## config.mk

```make
export PLATFORM = sky130hd
export DESIGN_NAME = bgr_wb_ctrl_flat
export DESIGN_NICKNAME = d
export VERILOG_FILES = /design/src/rtl/bgr_ctrl_pkg.sv /design/src/rtl/bgr_wb_ctrl_if.sv /design/src/rtl/bgr_chan_seq.sv /design/src/rtl/bgr_wb_ctrl.sv /design/src/flat_wrapper.sv
export SDC_FILE = /design/constraint.sdc
export NUM_CORES = 1
export LEC_CHECK = 0
export CAP_MARGIN = 20
export CORE_MARGIN = 4
export CORE_UTILIZATION = 56
export CTS_CLUSTER_SIZE = 25
export DETAILED_ROUTE_END_ITERATION = 10
export PLACE_DENSITY = 0.81
export SLEW_MARGIN = 20
export SYNTH_ARGS = -nofsm -noshare
export SYNTH_HDL_FRONTEND = slang
export SYNTH_SLANG_ARGS = --single-unit
```

## constraint.sdc

```tcl
create_clock -name wb_clk_i -period 6.6 [get_ports wb_clk_i]
set_input_delay 1.32 -clock wb_clk_i [delete_from_list [all_inputs] [get_ports wb_clk_i]]
set_output_delay 1.32 -clock wb_clk_i [all_outputs]
set_load 0.05 [all_outputs]
```

## src/rtl/bgr_ctrl_pkg.sv

```systemverilog
// Shared constants, reset defaults and types for the bandgap/analog-macro control block.
package bgr_ctrl_pkg;

    localparam logic [7:0] REG_ID         = 8'h00;
    localparam logic [7:0] REG_CTRL       = 8'h04;
    localparam logic [7:0] REG_PORST_LEN  = 8'h08;
    localparam logic [7:0] REG_SETTLE_LEN = 8'h0C;
    localparam logic [7:0] REG_STATUS     = 8'h10;
    localparam logic [7:0] REG_IRQ_STAT   = 8'h14;
    localparam logic [7:0] REG_IRQ_EN     = 8'h18;
    localparam logic [7:0] REG_TRIM0      = 8'h20;

    localparam logic [15:0] ID_MAGIC = 16'hB6C0;

    localparam int PORST_LEN_RST  = 16;
    localparam int SETTLE_LEN_RST = 1000;

    typedef enum logic [1:0] {
        CH_OFF    = 2'd0,
        CH_PORST  = 2'd1,
        CH_SETTLE = 2'd2,
        CH_READY  = 2'd3
    } chan_state_e;

    function automatic logic [31:0] lane_mask(input logic [3:0] sel);
        return {{8{sel[3]}}, {8{sel[2]}}, {8{sel[1]}}, {8{sel[0]}}};
    endfunction

    function automatic logic [31:0] lane_merge(input logic [31:0] old_val,
                                               input logic [31:0] new_val,
                                               input logic [3:0]  sel);
        return (old_val & ~lane_mask(sel)) | (new_val & lane_mask(sel));
    endfunction

endpackage

```

## src/rtl/bgr_wb_ctrl_if.sv

```systemverilog
// Wishbone slave port bundle between the user-project bus and the analog control block.
interface bgr_wb_ctrl_if;
    logic        wbs_cyc_i;
    logic        wbs_stb_i;
    logic        wbs_we_i;
    logic [3:0]  wbs_sel_i;
    logic [31:0] wbs_adr_i;
    logic [31:0] wbs_dat_i;
    logic        wbs_ack_o;
    logic [31:0] wbs_dat_o;

    modport master (
        output wbs_cyc_i, wbs_stb_i, wbs_we_i, wbs_sel_i, wbs_adr_i, wbs_dat_i,
        input  wbs_ack_o, wbs_dat_o
    );

    modport slave (
        input  wbs_cyc_i, wbs_stb_i, wbs_we_i, wbs_sel_i, wbs_adr_i, wbs_dat_i,
        output wbs_ack_o, wbs_dat_o
    );
endinterface

```

## src/rtl/bgr_chan_seq.sv

```systemverilog
// One analog channel's power-up sequencer: porst pulse, settle wait, then ready.
module bgr_chan_seq
    import bgr_ctrl_pkg::*;
#(
    parameter int CNT_W = 16
) (
    input  logic             clk,
    input  logic             rst,
    input  logic             enable,
    input  logic [CNT_W-1:0] porst_len,
    input  logic [CNT_W-1:0] settle_len,
    output logic             en,
    output logic             porst,
    output logic             rdy,
    output logic             rise
);

    chan_state_e      state;
    logic [CNT_W-1:0] cnt;
    logic             cnt_last;

    function automatic logic [CNT_W-1:0] at_least_one(input logic [CNT_W-1:0] len);
        return (len == '0) ? CNT_W'(1) : len;
    endfunction

    assign cnt_last = (cnt == CNT_W'(1));

    // Lengths are sampled only when the counter loads, so mid-phase bus writes wait for the next phase.
    always_ff @(posedge clk or posedge rst) begin
        if (rst) begin
            state <= CH_OFF;
            cnt   <= '0;
        end else if (!enable) begin
            state <= CH_OFF;
            cnt   <= '0;
        end else begin
            case (state)
                CH_OFF: begin
                    state <= CH_PORST;
                    cnt   <= at_least_one(porst_len);
                end
                CH_PORST: begin
                    if (cnt_last) begin
                        state <= CH_SETTLE;
                        cnt   <= at_least_one(settle_len);
                    end else begin
                        cnt <= cnt - CNT_W'(1);
                    end
                end
                CH_SETTLE: begin
                    if (cnt_last) state <= CH_READY;
                    else          cnt   <= cnt - CNT_W'(1);
                end
                CH_READY: state <= CH_READY;
                default:  state <= CH_OFF;
            endcase
        end
    end

    // Decoded straight from state so an async reset drops en/porst without a clock edge.
    assign en    = (state != CH_OFF);
    assign porst = (state == CH_PORST);
    assign rdy   = (state == CH_READY);
    assign rise  = enable && (state == CH_SETTLE) && cnt_last;

endmodule

```

## src/rtl/bgr_wb_ctrl.sv

```systemverilog
// Wishbone control/status block for NCH analog channels: register file, decode, sequencers and irq.
module bgr_wb_ctrl
    import bgr_ctrl_pkg::*;
#(
    parameter int          NCH       = 4,
    parameter int          TRIM_W    = 5,
    parameter int          CNT_W     = 16,
    parameter logic [31:0] BASE_ADDR = 32'h3000_0000
) (
    input  logic                    wb_clk_i,
    input  logic                    wb_rst_i,
    bgr_wb_ctrl_if.slave            wb,
    output logic [NCH-1:0]          chan_en_o,
    output logic [NCH-1:0]          chan_porst_o,
    output logic [NCH*TRIM_W-1:0]   chan_trim_o,
    output logic [NCH-1:0]          chan_rdy_o,
    output logic                    irq_o
);

    localparam logic [TRIM_W-1:0] TRIM_RST = TRIM_W'(1) << (TRIM_W - 1);

    logic              hit;
    logic              start;
    logic              ack;
    logic [31:0]       dat_r;
    logic [31:0]       rdata;
    logic              wr;

    logic [7:0]        off_p0;
    logic [31:0]       dat_p0;
    logic [3:0]        sel_p0;
    logic              we_p0;

    logic [NCH-1:0]    ctrl;
    logic [CNT_W-1:0]  porst_len;
    logic [CNT_W-1:0]  settle_len;
    logic [NCH-1:0]    irq_en;
    logic [NCH-1:0]    irq_stat;
    logic [NCH-1:0]    stat_clr;
    logic [NCH-1:0]    rise;
    logic [TRIM_W-1:0] trim [NCH];

    function automatic logic [7:0] trim_off(input int idx);
        return REG_TRIM0 + 8'(4 * idx);
    endfunction

    assign hit   = wb.wbs_cyc_i && wb.wbs_stb_i && (wb.wbs_adr_i[31:8] == BASE_ADDR[31:8]);
    assign start = hit && !ack;
    assign wr    = ack && we_p0;

    assign wb.wbs_ack_o = ack;
    assign wb.wbs_dat_o = dat_r;

    always_comb begin
        rdata = '0;
        case (wb.wbs_adr_i[7:0])
            REG_ID:         rdata = {ID_MAGIC, 8'(TRIM_W), 8'(NCH)};
            REG_CTRL:       rdata = 32'(ctrl);
            REG_PORST_LEN:  rdata = 32'(porst_len);
            REG_SETTLE_LEN: rdata = 32'(settle_len);
            REG_STATUS:     rdata = 32'(chan_rdy_o) | (32'(chan_porst_o) << 8);
            REG_IRQ_STAT:   rdata = 32'(irq_stat);
            REG_IRQ_EN:     rdata = 32'(irq_en);
            default: begin
                for (int i = 0; i < NCH; i++)
                    if (wb.wbs_adr_i[7:0] == trim_off(i)) rdata = 32'(trim[i]);
            end
        endcase
    end

    // Stage p0: request captured at the hit, committed during the following ack cycle.
    always_ff @(posedge wb_clk_i) begin
        if (start) begin
            off_p0 <= wb.wbs_adr_i[7:0];
            dat_p0 <= wb.wbs_dat_i;
            sel_p0 <= wb.wbs_sel_i;
            we_p0  <= wb.wbs_we_i;
        end
    end

    always_ff @(posedge wb_clk_i or posedge wb_rst_i) begin
        if (wb_rst_i) begin
            ack   <= 1'b0;
            dat_r <= '0;
        end else begin
            ack   <= start;
            dat_r <= (start && !wb.wbs_we_i) ? rdata : '0;
        end
    end

    always_ff @(posedge wb_clk_i or posedge wb_rst_i) begin
        if (wb_rst_i) begin
            ctrl       <= '0;
            porst_len  <= CNT_W'(PORST_LEN_RST);
            settle_len <= CNT_W'(SETTLE_LEN_RST);
            irq_en     <= '0;
            for (int i = 0; i < NCH; i++) trim[i] <= TRIM_RST;
        end else if (wr) begin
            case (off_p0)
                REG_CTRL:       ctrl       <= NCH'(lane_merge(32'(ctrl), dat_p0, sel_p0));
                REG_PORST_LEN:  porst_len  <= CNT_W'(lane_merge(32'(porst_len), dat_p0, sel_p0));
                REG_SETTLE_LEN: settle_len <= CNT_W'(lane_merge(32'(settle_len), dat_p0, sel_p0));
                REG_IRQ_EN:     irq_en     <= NCH'(lane_merge(32'(irq_en), dat_p0, sel_p0));
                default: begin
                    for (int i = 0; i < NCH; i++)
                        if (off_p0 == trim_off(i))
                            trim[i] <= TRIM_W'(lane_merge(32'(trim[i]), dat_p0, sel_p0));
                end
            endcase
        end
    end

    assign stat_clr = (wr && off_p0 == REG_IRQ_STAT) ? NCH'(dat_p0 & lane_mask(sel_p0)) : '0;

    // A rise landing on the same edge as a W1C clear must not be lost, so the set term is applied last.
    always_ff @(posedge wb_clk_i or posedge wb_rst_i) begin
        if (wb_rst_i) begin
            irq_stat <= '0;
            irq_o    <= 1'b0;
        end else begin
            irq_stat <= (irq_stat & ~stat_clr) | rise;
            irq_o    <= |(irq_stat & irq_en);
        end
    end

    for (genvar i = 0; i < NCH; i++) begin : g_chan
        bgr_chan_seq #(
            .CNT_W (CNT_W)
        ) u_seq (
            .clk        (wb_clk_i),
            .rst        (wb_rst_i),
            .enable     (ctrl[i]),
            .porst_len  (porst_len),
            .settle_len (settle_len),
            .en         (chan_en_o[i]),
            .porst      (chan_porst_o[i]),
            .rdy        (chan_rdy_o[i]),
            .rise       (rise[i])
        );
        assign chan_trim_o[i*TRIM_W +: TRIM_W] = trim[i];
    end

endmodule
```

## src/flat_wrapper.sv

```systemverilog
// flat-port wrapper written by rule: the top's interface ports become plain ports
module bgr_wb_ctrl_flat import bgr_ctrl_pkg::*;
#(
    parameter int          NCH       = 4,
    parameter int          TRIM_W    = 5,
    parameter int          CNT_W     = 16,
    parameter logic [31:0] BASE_ADDR = 32'h3000_0000
)
  (wb_clk_i, wb_rst_i, chan_en_o, chan_porst_o, chan_trim_o, chan_rdy_o, irq_o, wb_wbs_cyc_i, wb_wbs_stb_i, wb_wbs_we_i, wb_wbs_sel_i, wb_wbs_adr_i, wb_wbs_dat_i, wb_wbs_ack_o, wb_wbs_dat_o);
  bgr_wb_ctrl_if wb_i ();
  input  logic wb_clk_i;
  input  logic wb_rst_i;
  output logic [NCH-1:0] chan_en_o;
  output logic [NCH-1:0] chan_porst_o;
  output logic [NCH*TRIM_W-1:0] chan_trim_o;
  output logic [NCH-1:0] chan_rdy_o;
  output logic irq_o;
  input wire logic [$bits(wb_i.wbs_cyc_i)-1:0] wb_wbs_cyc_i;
  input wire logic [$bits(wb_i.wbs_stb_i)-1:0] wb_wbs_stb_i;
  input wire logic [$bits(wb_i.wbs_we_i)-1:0] wb_wbs_we_i;
  input wire logic [$bits(wb_i.wbs_sel_i)-1:0] wb_wbs_sel_i;
  input wire logic [$bits(wb_i.wbs_adr_i)-1:0] wb_wbs_adr_i;
  input wire logic [$bits(wb_i.wbs_dat_i)-1:0] wb_wbs_dat_i;
  output wire logic [$bits(wb_i.wbs_ack_o)-1:0] wb_wbs_ack_o;
  output wire logic [$bits(wb_i.wbs_dat_o)-1:0] wb_wbs_dat_o;
  assign wb_i.wbs_cyc_i = wb_wbs_cyc_i;
  assign wb_i.wbs_stb_i = wb_wbs_stb_i;
  assign wb_i.wbs_we_i = wb_wbs_we_i;
  assign wb_i.wbs_sel_i = wb_wbs_sel_i;
  assign wb_i.wbs_adr_i = wb_wbs_adr_i;
  assign wb_i.wbs_dat_i = wb_wbs_dat_i;
  assign wb_wbs_ack_o = wb_i.wbs_ack_o;
  assign wb_wbs_dat_o = wb_i.wbs_dat_o;
  bgr_wb_ctrl #(.NCH(NCH), .TRIM_W(TRIM_W), .CNT_W(CNT_W), .BASE_ADDR(BASE_ADDR)) u_core (.wb_clk_i(wb_clk_i), .wb_rst_i(wb_rst_i), .wb(wb_i), .chan_en_o(chan_en_o), .chan_porst_o(chan_porst_o), .chan_trim_o(chan_trim_o), .chan_rdy_o(chan_rdy_o), .irq_o(irq_o));
endmodule
```

==> impl_metrics.yaml <==
outcome:
  status: "finished clean"
placed_design:
  port-buffer-count: 111
  dp_hpwl_um: 21000
  gp_congestion: 0.919
timing:
  finClkSkew_ns: 0.00850
  tns_ns: 0
  max_freq_mhz: 251
  post-route-period-util: 0.605
  tightest_slew_ns: 1.12
  hold_viol: 0
  maxSlewHeadroom: 0.252
  period_needed_ns: 3.99
  setup_viol: 0
  drv_slew: 0
  rsz0062_at_grt: "no"
power_and_ir_drop:
  clkPwrFrac: 0.465
  cellLeakagePower_nw: 5.17
  switchingPower_mw: 0.497
  switching_share: 0.217
  power_density_nw_per_um2: 185
  p_int_mw: 1.79
  ir_drop_mv: 0.156
  comb_power_share: 0.036
  p_total_mw: 2.29
  seqPwrFrac: 0.498
synth:
  yosysUniqueCellTypes: 74
  synth.area.top_cells: "dfrtp_1 34%, edfxtp_1 7.6%, mux2_2 6.8%"
  yosys.area.top_type_share: 0.337
  synth_top_cell_by_area: "dfrtp_1"
  synth.avg_cell_area_um2: 9.61
  ys_ff_latch: 182
  synth.most_common_cell: "dfrtp_1"
  yosysSeqAreaShare: 0.439
  synthFlopType: "dfrtp_1"
  synth_async_sr_flop_share: 0.852
  synthCells: 1114
  syn-cell-area_um2: 10700
  synthTopCellsByCount: "144 x dfrtp_1, 92 x nor2_1, 75 x nand2_1, 74 x o21ai_0, 69 x a21oi_1"
  yosysWarnings: 0
  synth_edf_count: 27
clock_tree:
  postCtsHoldBufs: 0
  cts.clk_slew.worst_paths_ns: 0.07
  numCtsBuffers: 17
  cts_resized: 0
  tritoncts: "yes"
  cts_sinks: 182
  clockBufferDepth: 2
  post_cts_buffers: 0
  clk_latency_ns: 0.44
  h-tree-depth: 4
  cts_root_buf: "clkbuf_16"
detailed_routing:
  viasPerCell: 6.75
  drt_iter0_drc: 1202
  drtPass1Iterations: 6
  drc: 0
  wirelength_um: 32500
  wl_per_cell_um: 22.9
  dr_total_vias: 9583
  postRouteAntennaNets: 0
setup_path:
  cp_max_fo: 24
  crit_type: "reg2out"
  crit_path_start_kind: "register"
  worstPathArrival_ns: 2.67
  crit_required_ns: 5.28
  critPathCaptureType: "output pin"
final_layout:
  area_delta_synth_final_pct: 15.6
  layout-drive-gt1-share: 0.122
  diodes: 0
  finalNetCount: 1270
die:
  die_y_um: 146
  io_pins: 139
  fp.dieArea_um2: 21400
  die-width_um: 146
  core_um2: 18800
  start_util: 0.570
  rows: 50
global_route:
  grt_max_degree: 82
  overflow: 0
  antenna_found_initial: 0
  grt_pass1_wl_um: 50300
  grtUsageTotal: 0.297
  grt_pass1_vias: 9050
min_path:
  hp-class: "reg2reg"
job:
  maxCapViolCount: 0
-- per-layer routing --
| layer | global-route usage | up-vias | share of wire |
|---|---|---|---|
| li1 | - | 4219 | - |
| met3 | 0.0878 | 101 | 0.11 |
| met2 | 0.463 | 626 | 0.45 |
| met5 | 0 | - | 0 |
| met1 | 0.395 | 4637 | 0.39 |
| met4 | 0.112 | 0 | 0.043 |
-- kinds of logic (layout without fill, tap and decap cells) --
| family | after synthesis | count (layout) | share of synthesized area |
|---|---|---|---|
| AND/OR/NAND/NOR | 366 | 366 | 0.176 |
| AO/OA/AOI/OAI | 312 | 312 | 0.194 |
| flip-flops | 182 | 182 | 0.439 |
| buffers and inverters | 125 | 189 | 0.0546 |
| multiplexers | 72 | 72 | 0.0808 |
| XOR/XNOR | 32 | 32 | 0.0262 |
| adder cells (fa/ha/maj) | 24 | 24 | 0.0281 |
| other | 1 | 9 | 0.000350 |
-- metrics by stage --
stage	setup WS [ns]	utilization	cell area [um2]	hold slack, ns	std cells
after floorplan	1.12	-	10700	0.453	1122
after global placement	2.76	0.627	11800	0.493	1387
after detailed placement	2.68	0.627	11800	0.497	1387
after CTS	2.68	0.659	12400	0.512	1419
after global routing	2.54	0.659	12400	0.542	1420
final	2.61	0.659	12400	0.521	1420
-- power by group through the flow --
stage	registers, mW	logic [mW]	clock network (mW)
floorplan	1.16	0.0429	0
global placement	1.16	0.0824	0
detailed placement	1.16	0.0839	0
CTS	1.14	0.0844	1.07
global route	1.14	0.0908	1.12
finish	1.14	0.0832	1.06
-- worst paths after layout --
path	startpoint	endpoint	slack, ns	cells after the start
max in group asynchronous	wb_rst_i	asynchronous set/reset pin	4.09	3
min in group asynchronous	wb_rst_i	u_core.wb.wbs_ack_o	1.42	2
worst min-delay path	u_core.g_chan[3].u_seq.cnt[11]	u_core.g_chan[3].u_seq.cnt[11]	0.52	1
worst max register to register	u_core.g_chan[0].u_seq.cnt[6]	u_core.g_chan[0].u_seq.cnt[15]	3.50	6
worst min register to register	u_core.g_chan[3].u_seq.cnt[11]	u_core.g_chan[3].u_seq.cnt[11]	0.52	1
worst max-delay path	u_core.g_chan[1].u_seq.state[1]	chan_porst_o[1]	2.61	3
-- area by class of cell --
cell class / instances / area, um2
Fill cell: 1471 / 6390
Multi-Input combinational cell: 815 / 5450
Sequential cell: 182 / 4700
Timing Repair Buffer: 121 / 1190
Clock buffer: 19 / 453
Tap cell: 234 / 293
Clock inverter: 13 / 153
Inverter: 36 / 140
-- cell usage in the layout, fill, tap and decap left out, drive strengths merged, types with 27 or more instances in the layout --
cell type	Yosys	final
mux2	65	65
edfxtp	27	27
nor3	44	44
a21oi	70	70
nor2	92	92
dfrtp	144	144
nand2	75	75
o21ai	76	76
clkdlybuf4s50	0	111
inv	35	37
nor4	27	27
-- worst max-delay path, stage by stage, from the launching register on --
cell and delay, ns:
dfrtp_1 0.42, inv_1 0.09, ha_1 0.77, clkdlybuf4s50_1 0.96
Power figures use the tool's default switching activity.
